File: src/rtl/uart_ctrl_fifo.sv
// uart_ctrl_fifo: 16x-oversampled UART (RX/TX engines) with RX/TX FIFOs, show-ahead host strobes, RX->TX echo.
// Latency: RX byte enters the FIFO at the mid-stop sample; TX frame starts on the first tick after the FIFO is non-empty.
// Backpressure: tx_full blocks host writes (forced in echo mode); a byte arriving on a full RX FIFO is dropped and flags overrun.
// Build option: define UART_PARITY_EN to add an even parity bit between data and stop (TX insert, RX check).
module uart_ctrl_fifo #(
  parameter int CLK_HZ     = 100_000_000,
  parameter int BAUD       = 9600,
  parameter int DATA_BITS  = 8,
  parameter int FIFO_DEPTH = 8
) (
  input  logic                          clk,
  input  logic                          rst,
  input  logic                          rx,
  output logic                          tx,
  input  logic                          echo_en,
  input  logic                          tx_wr,
  input  logic [DATA_BITS-1:0]          tx_wdata,
  output logic                          tx_full,
  output logic                          tx_busy,
  output logic                          tx_done,
  input  logic                          rx_rd,
  output logic [DATA_BITS-1:0]          rx_rdata,
  output logic                          rx_empty,
  output logic [$clog2(FIFO_DEPTH):0]   rx_count,
  output logic                          rx_done,
  output logic                          frame_err,
  output logic                          overrun,
  output logic                          parity_err,
  input  logic                          err_clr
);
  localparam int BAUD_DIV = CLK_HZ / (BAUD * 16);
  localparam int CW = $clog2(BAUD_DIV);
  localparam int BW = $clog2(DATA_BITS);
  localparam logic [CW-1:0] DIV_LAST = CW'(BAUD_DIV - 1);
  localparam logic [BW-1:0] BIT_LAST = BW'(DATA_BITS - 1);
`ifdef UART_PARITY_EN
  localparam bit PARITY_ON = 1'b1;
`else
  localparam bit PARITY_ON = 1'b0;
`endif

  typedef enum logic [2:0] {S_IDLE, S_START, S_DATA, S_PAR, S_STOP} state_t;

  // ---------------- baud generator and input synchroniser ----------------
  logic [CW-1:0] baud_cnt;
  logic          tick;
  logic          rx_meta, rx_s;
  logic          echo_q;

  assign tick = (baud_cnt == DIV_LAST);

  // free-running oversample counter, tick on wrap
  always_ff @(posedge clk or negedge rst) begin
    if (!rst)      baud_cnt <= '0;
    else if (tick) baud_cnt <= '0;
    else           baud_cnt <= baud_cnt + CW'(1);
  end

  // two-flop synchroniser for the asynchronous rx pin (idle high)
  always_ff @(posedge clk or negedge rst) begin
    if (!rst) begin
      rx_meta <= 1'b1;
      rx_s    <= 1'b1;
    end else begin
      rx_meta <= rx;
      rx_s    <= rx_meta;
    end
  end

  // echo enable is registered so mode changes land on a clean cycle boundary
  always_ff @(posedge clk or negedge rst) begin
    if (!rst) echo_q <= 1'b0;
    else      echo_q <= echo_en;
  end

  // ---------------- FIFOs and echo path ----------------
  logic                        rx_push, rx_pop, rx_ff_full, rx_ff_empty;
  logic [DATA_BITS-1:0]        rx_head, rx_shift;
  logic                        tx_ff_wr, tx_pop, tx_ff_full, tx_ff_empty;
  logic [DATA_BITS-1:0]        tx_ff_wdata, tx_head;
  logic [$clog2(FIFO_DEPTH):0] tx_cnt_unused;
  logic                        echo_move;

  assign echo_move   = echo_q && !rx_ff_empty && !tx_ff_full;
  assign rx_pop      = echo_q ? echo_move : rx_rd;
  assign tx_ff_wr    = echo_q ? echo_move : tx_wr;
  assign tx_ff_wdata = echo_q ? rx_head : tx_wdata;
  assign tx_full     = echo_q || tx_ff_full;
  assign rx_empty    = rx_ff_empty;
  assign rx_rdata    = rx_ff_empty ? '0 : rx_head;

  uart_fifo #(.W(DATA_BITS), .DEPTH(FIFO_DEPTH)) u_rx_fifo (
    .clk(clk), .rst(rst), .wr(rx_push), .wdata(rx_shift), .rd(rx_pop),
    .rdata(rx_head), .full(rx_ff_full), .empty(rx_ff_empty), .count(rx_count)
  );

  uart_fifo #(.W(DATA_BITS), .DEPTH(FIFO_DEPTH)) u_tx_fifo (
    .clk(clk), .rst(rst), .wr(tx_ff_wr), .wdata(tx_ff_wdata), .rd(tx_pop),
    .rdata(tx_head), .full(tx_ff_full), .empty(tx_ff_empty), .count(tx_cnt_unused)
  );

  // ---------------- RX engine ----------------
  state_t        rx_state, rx_state_nxt;
  logic [3:0]    rx_tcnt;
  logic [BW-1:0] rx_bitn;
  logic          rx_par;
  logic          rx_stop_smp, rx_par_bad, set_ferr, set_perr, set_ovr;

  // RX state register
  always_ff @(posedge clk or negedge rst) begin
    if (!rst) rx_state <= S_IDLE;
    else      rx_state <= rx_state_nxt;
  end

  // RX next state: start qualified at half-bit, then mid-bit samples every 16 ticks
  always_comb begin
    rx_state_nxt = rx_state;
    case (rx_state)
      S_IDLE:  if (tick && !rx_s) rx_state_nxt = S_START;
      S_START: if (tick && rx_tcnt == 4'd7) rx_state_nxt = rx_s ? S_IDLE : S_DATA;
      S_DATA:  if (tick && rx_tcnt == 4'd15 && rx_bitn == BIT_LAST)
                 rx_state_nxt = PARITY_ON ? S_PAR : S_STOP;
      S_PAR:   if (tick && rx_tcnt == 4'd15) rx_state_nxt = S_STOP;
      S_STOP:  if (tick && rx_tcnt == 4'd15) rx_state_nxt = S_IDLE;
      default: rx_state_nxt = S_IDLE;
    endcase
  end

  // RX outputs: stop-bit verdict decides push or which error to raise
  always_comb begin
    rx_stop_smp = (rx_state == S_STOP) && tick && (rx_tcnt == 4'd15);
    rx_par_bad  = PARITY_ON && ((^rx_shift) != rx_par);
    set_ferr    = rx_stop_smp && !rx_s;
    set_perr    = rx_stop_smp && rx_s && rx_par_bad;
    set_ovr     = rx_stop_smp && rx_s && !rx_par_bad && rx_ff_full;
    rx_push     = rx_stop_smp && rx_s && !rx_par_bad && !rx_ff_full;
  end

  assign rx_done = rx_push;

  // RX tick/bit counters and LSB-first shift register
  always_ff @(posedge clk or negedge rst) begin
    if (!rst) begin
      rx_tcnt  <= '0;
      rx_bitn  <= '0;
      rx_shift <= '0;
      rx_par   <= 1'b0;
    end else if (rx_state == S_IDLE) begin
      rx_tcnt <= '0;
      rx_bitn <= '0;
    end else if (tick) begin
      if (rx_state == S_START && rx_tcnt == 4'd7) rx_tcnt <= '0;
      else                                        rx_tcnt <= rx_tcnt + 4'd1;
      if (rx_state == S_DATA && rx_tcnt == 4'd15) begin
        rx_shift <= {rx_s, rx_shift[DATA_BITS-1:1]};
        rx_bitn  <= rx_bitn + BW'(1);
      end
      if (rx_state == S_PAR && rx_tcnt == 4'd15) rx_par <= rx_s;
    end
  end

  // sticky error flags; a same-cycle clear wins over a set
  always_ff @(posedge clk or negedge rst) begin
    if (!rst) begin
      frame_err  <= 1'b0;
      overrun    <= 1'b0;
      parity_err <= 1'b0;
    end else if (err_clr) begin
      frame_err  <= 1'b0;
      overrun    <= 1'b0;
      parity_err <= 1'b0;
    end else begin
      if (set_ferr) frame_err  <= 1'b1;
      if (set_ovr)  overrun    <= 1'b1;
      if (set_perr) parity_err <= 1'b1;
    end
  end

  // ---------------- TX engine ----------------
  state_t               tx_state, tx_state_nxt;
  logic [3:0]           tx_tcnt;
  logic [BW-1:0]        tx_bitn;
  logic [DATA_BITS-1:0] tx_shift;
  logic                 tx_par, tx_q, tx_end;

  // TX state register
  always_ff @(posedge clk or negedge rst) begin
    if (!rst) tx_state <= S_IDLE;
    else      tx_state <= tx_state_nxt;
  end

  // TX next state: 16 ticks per bit; chain straight into the next frame when data waits
  always_comb begin
    tx_state_nxt = tx_state;
    case (tx_state)
      S_IDLE:  if (tick && !tx_ff_empty) tx_state_nxt = S_START;
      S_START: if (tick && tx_tcnt == 4'd15) tx_state_nxt = S_DATA;
      S_DATA:  if (tick && tx_tcnt == 4'd15 && tx_bitn == BIT_LAST)
                 tx_state_nxt = PARITY_ON ? S_PAR : S_STOP;
      S_PAR:   if (tick && tx_tcnt == 4'd15) tx_state_nxt = S_STOP;
      S_STOP:  if (tick && tx_tcnt == 4'd15) tx_state_nxt = tx_ff_empty ? S_IDLE : S_START;
      default: tx_state_nxt = S_IDLE;
    endcase
  end

  // TX outputs: pop on frame launch, done in the last stop-bit cycle
  always_comb begin
    tx_end  = (tx_state == S_STOP) && tick && (tx_tcnt == 4'd15);
    tx_pop  = ((tx_state == S_IDLE) && tick && !tx_ff_empty) || (tx_end && !tx_ff_empty);
    tx_done = tx_end;
    tx_busy = (tx_state != S_IDLE);
  end

  assign tx = tx_q;

  // TX shifter and registered line driver (glitch-free pin)
  always_ff @(posedge clk or negedge rst) begin
    if (!rst) begin
      tx_tcnt  <= '0;
      tx_bitn  <= '0;
      tx_shift <= '0;
      tx_par   <= 1'b0;
      tx_q     <= 1'b1;
    end else if (tx_pop) begin
      tx_shift <= tx_head;
      tx_par   <= ^tx_head;
      tx_tcnt  <= '0;
      tx_bitn  <= '0;
      tx_q     <= 1'b0;
    end else if (tx_state != S_IDLE && tick) begin
      tx_tcnt <= tx_tcnt + 4'd1;
      if (tx_tcnt == 4'd15) begin
        case (tx_state)
          S_START: tx_q <= tx_shift[0];
          S_DATA: begin
            if (tx_bitn == BIT_LAST) begin
              tx_q <= PARITY_ON ? tx_par : 1'b1;
            end else begin
              tx_shift <= tx_shift >> 1;
              tx_q     <= tx_shift[1];
              tx_bitn  <= tx_bitn + BW'(1);
            end
          end
          default: tx_q <= 1'b1;
        endcase
      end
    end
  end
endmodule

// uart_fifo: generic show-ahead FIFO with registered full/empty flags.
// Latency: written data visible at the head the cycle after the write.
// Backpressure: write when full and read when empty are silently ignored.
module uart_fifo #(
  parameter int W     = 8,
  parameter int DEPTH = 4
) (
  input  logic                     clk,
  input  logic                     rst,
  input  logic                     wr,
  input  logic [W-1:0]             wdata,
  input  logic                     rd,
  output logic [W-1:0]             rdata,
  output logic                     full,
  output logic                     empty,
  output logic [$clog2(DEPTH):0]   count
);
  localparam int AW = $clog2(DEPTH);
  localparam logic [AW:0] DEPTH_V = (AW+1)'(DEPTH);

  logic [W-1:0]  mem [DEPTH];
  logic [AW-1:0] wr_ptr, rd_ptr;
  logic          do_wr, do_rd;
  logic [AW:0]   count_nxt;

  assign do_wr = wr && !full;
  assign do_rd = rd && !empty;
  assign rdata = mem[rd_ptr];

  // occupancy after this cycle's accepted operations
  always_comb count_nxt = count + (AW+1)'(do_wr) - (AW+1)'(do_rd);

  // storage array, no reset needed
  always_ff @(posedge clk) begin
    if (do_wr) mem[wr_ptr] <= wdata;
  end

  // pointers wrap naturally at power-of-two depth; flags registered from next count
  always_ff @(posedge clk or negedge rst) begin
    if (!rst) begin
      wr_ptr <= '0;
      rd_ptr <= '0;
      count  <= '0;
      full   <= 1'b0;
      empty  <= 1'b1;
    end else begin
      if (do_wr) wr_ptr <= wr_ptr + AW'(1);
      if (do_rd) rd_ptr <= rd_ptr + AW'(1);
      count <= count_nxt;
      full  <= (count_nxt == DEPTH_V);
      empty <= (count_nxt == '0);
    end
  end
endmodule

File: config.mk
export PLATFORM = sky130hd
export DESIGN_NAME = uart_ctrl_fifo
export DESIGN_NICKNAME = d
export VERILOG_FILES = /design/src/rtl/uart_ctrl_fifo.sv
export SDC_FILE = /design/constraint.sdc
export NUM_CORES = 1
export LEC_CHECK = 0
export BUFFER_PORTS_ARGS = -buffer_cell sky130_fd_sc_hd__buf_2
export CAP_MARGIN = 20
export CORE_ASPECT_RATIO = 1.75
export CORE_MARGIN = 3
export CORE_UTILIZATION = 55
export DETAILED_ROUTE_END_ITERATION = 7
export PLACE_DENSITY = 0.73
export SYNTH_ARGS = -nofsm -noshare
export SYNTH_HDL_FRONTEND = slang
export SYNTH_HIERARCHICAL = 1
export SYNTH_SLANG_ARGS = --single-unit
File: constraint.sdc
create_clock -name clk -period 10.4 [get_ports clk]
set_clock_uncertainty 0.2 [all_clocks]
set_input_delay 2.08 -clock clk [delete_from_list [all_inputs] [get_ports clk]]
set_output_delay 2.08 -clock clk [all_outputs]
set_load 0.1 [all_outputs]
==> reports/results.ini <==
[placed_design]
place_inst=771
place_ws_ns=5.634
port-buffer-count=34
place_congestion=0.7471
dpl.hpwl_um=11200

[power_and_ir_drop]
switching_power_uw=579.5
power_mw=2.017
p_comb_share_pct=17.5
max-vdd-ir-drop_mv=0.1450
clock_power_share_pct=32.5
internal_power_mw=1.438
seqPwrFrac_pct=50.0
p_leak_nw=3.530
power.density_mw_per_mm2=205.1
p_sw_share_pct=28.73

[drt]
wl_per_cell_um=20.55
drt_first_pass_iters=4
dr.first_iter.drc_count=277
wl_um=16540
drc=0
met2_length_um=9530
top_layer_used=met4
wl_met1_um=6103
antenna_left=0
viasPerCell=6.075
wl_met3_um=552
vias=4890

[final_layout]
fin_cells=805
final_nets=640
diodes=0
drive_above_1_share_pct=19.64
n_fill_cell=1173
syn_to_final_growth_pct=10.05

[timing]
grt_setup_unrepaired=false
setup_ws_ns=5.147
setup_viol=0
fin_crit_sh_pct=50.51
setup-tns-final_ns=0
whs_ns=0.1554
finalHoldViolations=0
fmaxAchievable_mhz=190.4
min_period_ns=5.253
tightestPinTransition_ns=1.014
slew_viol_final=0
max_slew_margin_pct=32.14

[worst_hold_path]
min_to=rx_s
hold_path_depth=0
hold_path_class=reg -> reg
hold_start=rx_meta

[synth]
ys.flop_type=edfxtp_1
syn-num-nets=603
syn_area_mm2=0.008936
synth-edff-count=128
async_flop_share_pct=37.25
ys_top_cells_by_area=edfxtp_1 43%, dfrtp_1 20%, mux4_1 9.4%
yosysSeqAreaShare_pct=64.37
synth.top_cell.area_share_pct=43.01
synth_top_area_cell=edfxtp_1
avgSynthCellArea_um2=15.79
synth_cells=566
synth.distinct_cells=55
yosysMostFrequentCell=edfxtp_1
ys_warn_count=6
ys_seq_elements=204
netlist_top_cells_count=128 x edfxtp_1, 71 x dfrtp_1, 33 x nor2_1, 32 x mux4_1, 29 x mux2_2

[global_routing]
grt_pass1_vias=5256
grt_pass1_wl_um=27140
antenna_found_initial=0
grt_overflow=0
grt_max_degree=77
grt_usage_pct=19.58

[floorplan]
die-area_mm2=0.01787
die_h_um=174.6
row_count=61
initial_core_util_pct=56.29
pin_count=36
die_x_um=102.4
core_mm2=0.01588

[cts]
postCtsSetupBuffers=0
cts_resized=0
cts_root_buf=clkbuf_16
tritoncts=yes
clk_pin_slew_ns=0.06
ctsHtreeMaxLevel=1
insertion_delay_ns=0.49
cts_hold_buf=0
numCtsBuffers=19
cts_buffer_depth=3
cts_sinks=204

[flow_run]
cap_violations=0

[setup_path]
r2r-end=u_rx_fifo/empty
r2r-start=baud_cnt[5]
reg2reg_slack_ns=5.88
path_class=reg -> out
slowest_delay_ns=0.66
rr_worst_depth=13
start_kind=flop
crit_chain=or4b_1 -> nor4_1 -> nand2_1 -> nor3_1 -> buf_2
path_buf_inv=1
cp.arrival_ns=2.97
slowest_stage=nor4_1
cp-end-kind=output pin
critPathMaxFanout=6
crit_family=simple AND/OR/NAND/NOR gates
worstPathRequired_ns=8.12
cp.depth=5

[run_status]
status=complete, no violations

-- worst register-to-register path: stages (launching register included) --
cell	delay, ns
dfrtp_1	0.44
or4b_1	0.62
nor4_1	0.66
nand2_1	0.11
nor3_1	0.20
nor2b_1	0.48
inv_1	0.10
ha_1	0.30
inv_1	0.04
ha_1	0.19
fa_1	0.38
xor2_1	0.17
or3_1	0.34
o21ba_2	0.24
-- sequential cells by signal, indices dropped and copies added (netlist names), 3 cells and up --
name	count
rx_tcnt	4
u_rx_fifo/wr_ptr	3
tx_shift	8
u_tx_fifo/mem	64
tx_tcnt	4
u_rx_fifo/rd_ptr	3
rx_bitn	3
u_tx_fifo/wr_ptr	3
rx_shift	8
tx_bitn	3
u_tx_fifo/count	4
u_rx_fifo/mem	64
u_rx_fifo/count	4
baud_cnt	10
u_tx_fifo/rd_ptr	3
rx_state	3
tx_state	3
-- metal layers --
metal / global-route usage [%] / up-vias
li1: - / 2251
met1: 23.05 / 2499
met2: 36.32 / 111
met3: 2.517 / 29
met4: 6.076 / 0
met5: 0 / -
-- layout by cell type, fill, tap and decap left out, types with 7 or more instances in the layout --
| cell | netlist | routed |
|---|---|---|
| ha_1 | 20 | 20 |
| a21oi_1 | 13 | 13 |
| nand3_1 | 19 | 19 |
| dfrtp_1 | 71 | 71 |
| inv_1 | 19 | 19 |
| mux4_1 | 32 | 32 |
| nor2b_1 | 15 | 15 |
| xnor2_1 | 12 | 12 |
| nand2_1 | 18 | 18 |
| nor3_1 | 19 | 17 |
| edfxtp_1 | 128 | 128 |
| mux2_4 | 9 | 9 |
| clkbuf_16 | 0 | 20 |
| mux2_2 | 29 | 29 |
| a31oi_1 | 8 | 8 |
| nor2_1 | 33 | 33 |
| nand2b_1 | 9 | 9 |
| buf_2 | 5 | 33 |
| xor2_1 | 12 | 12 |
| or3_1 | 7 | 7 |
| o21ai_0 | 18 | 18 |
-- power groups by stage --
| stage | clock network [mW] | logic (mW) | registers (mW) |
|---|---|---|---|
| 6_report | 0.656 | 0.353 | 1.01 |
| 4_1_cts | 0.674 | 0.353 | 1.01 |
| 2_1_floorplan | 0 | 0.254 | 1.04 |
| 3_5_place_dp | 0 | 0.349 | 1.03 |
| 3_3_place_gp | 0 | 0.335 | 1.02 |
| 5_1_grt | 0.707 | 0.380 | 1.02 |
-- cell type report --
| class | instances | area, um^2 | share of cell area (%) |
|---|---|---|---|
| sequential | 204 | 5752 | 58.49 |
| clock inverter | 6 | 36.28 | 0.3690 |
| inverter | 20 | 75.07 | 0.7634 |
| tap | 189 | 236.5 | 2.405 |
| clock buffer | 28 | 560.5 | 5.700 |
| timing repair buffer | 38 | 202.7 | 2.061 |
| multi-input combinational | 320 | 2972 | 30.22 |
-- kinds of logic after synthesis --
| group | share of synthesized area [%] |
|---|---|
| AO/OA/AOI/OAI | 3.739 |
| XOR/XNOR | 2.352 |
| adder cells (fa/ha/maj) | 3.248 |
| buffers and inverters | 2.492 |
| flip-flops | 64.37 |
| multiplexers | 14.80 |
| other | 0.04196 |
| AND/OR/NAND/NOR | 8.961 |
-- per-stage QoR --
| step | area [um^2] | utilization, % |
|---|---|---|
| floorplan | 8936 | - |
| global placement | 9238 | 58.19 |
| detailed placement | 9238 | 58.19 |
| CTS | 9834 | 61.95 |
| global route | 9834 | 61.95 |
| finish | 9834 | 61.95 |
-- how the worst max path moves through the flow --
stage | startpoint | endpoint | slack [ns]
CTS | baud_cnt[5] | rx_done | 5.11
global route | baud_cnt[5] | rx_done | 4.90
floorplan | baud_cnt[5] | u_rx_fifo/empty | 4.50
detailed placement | baud_cnt[5] | rx_done | 5.63
finish | baud_cnt[5] | rx_done | 5.15
global placement | baud_cnt[5] | rx_done | 5.71
Power figures use the tool's default switching activity.
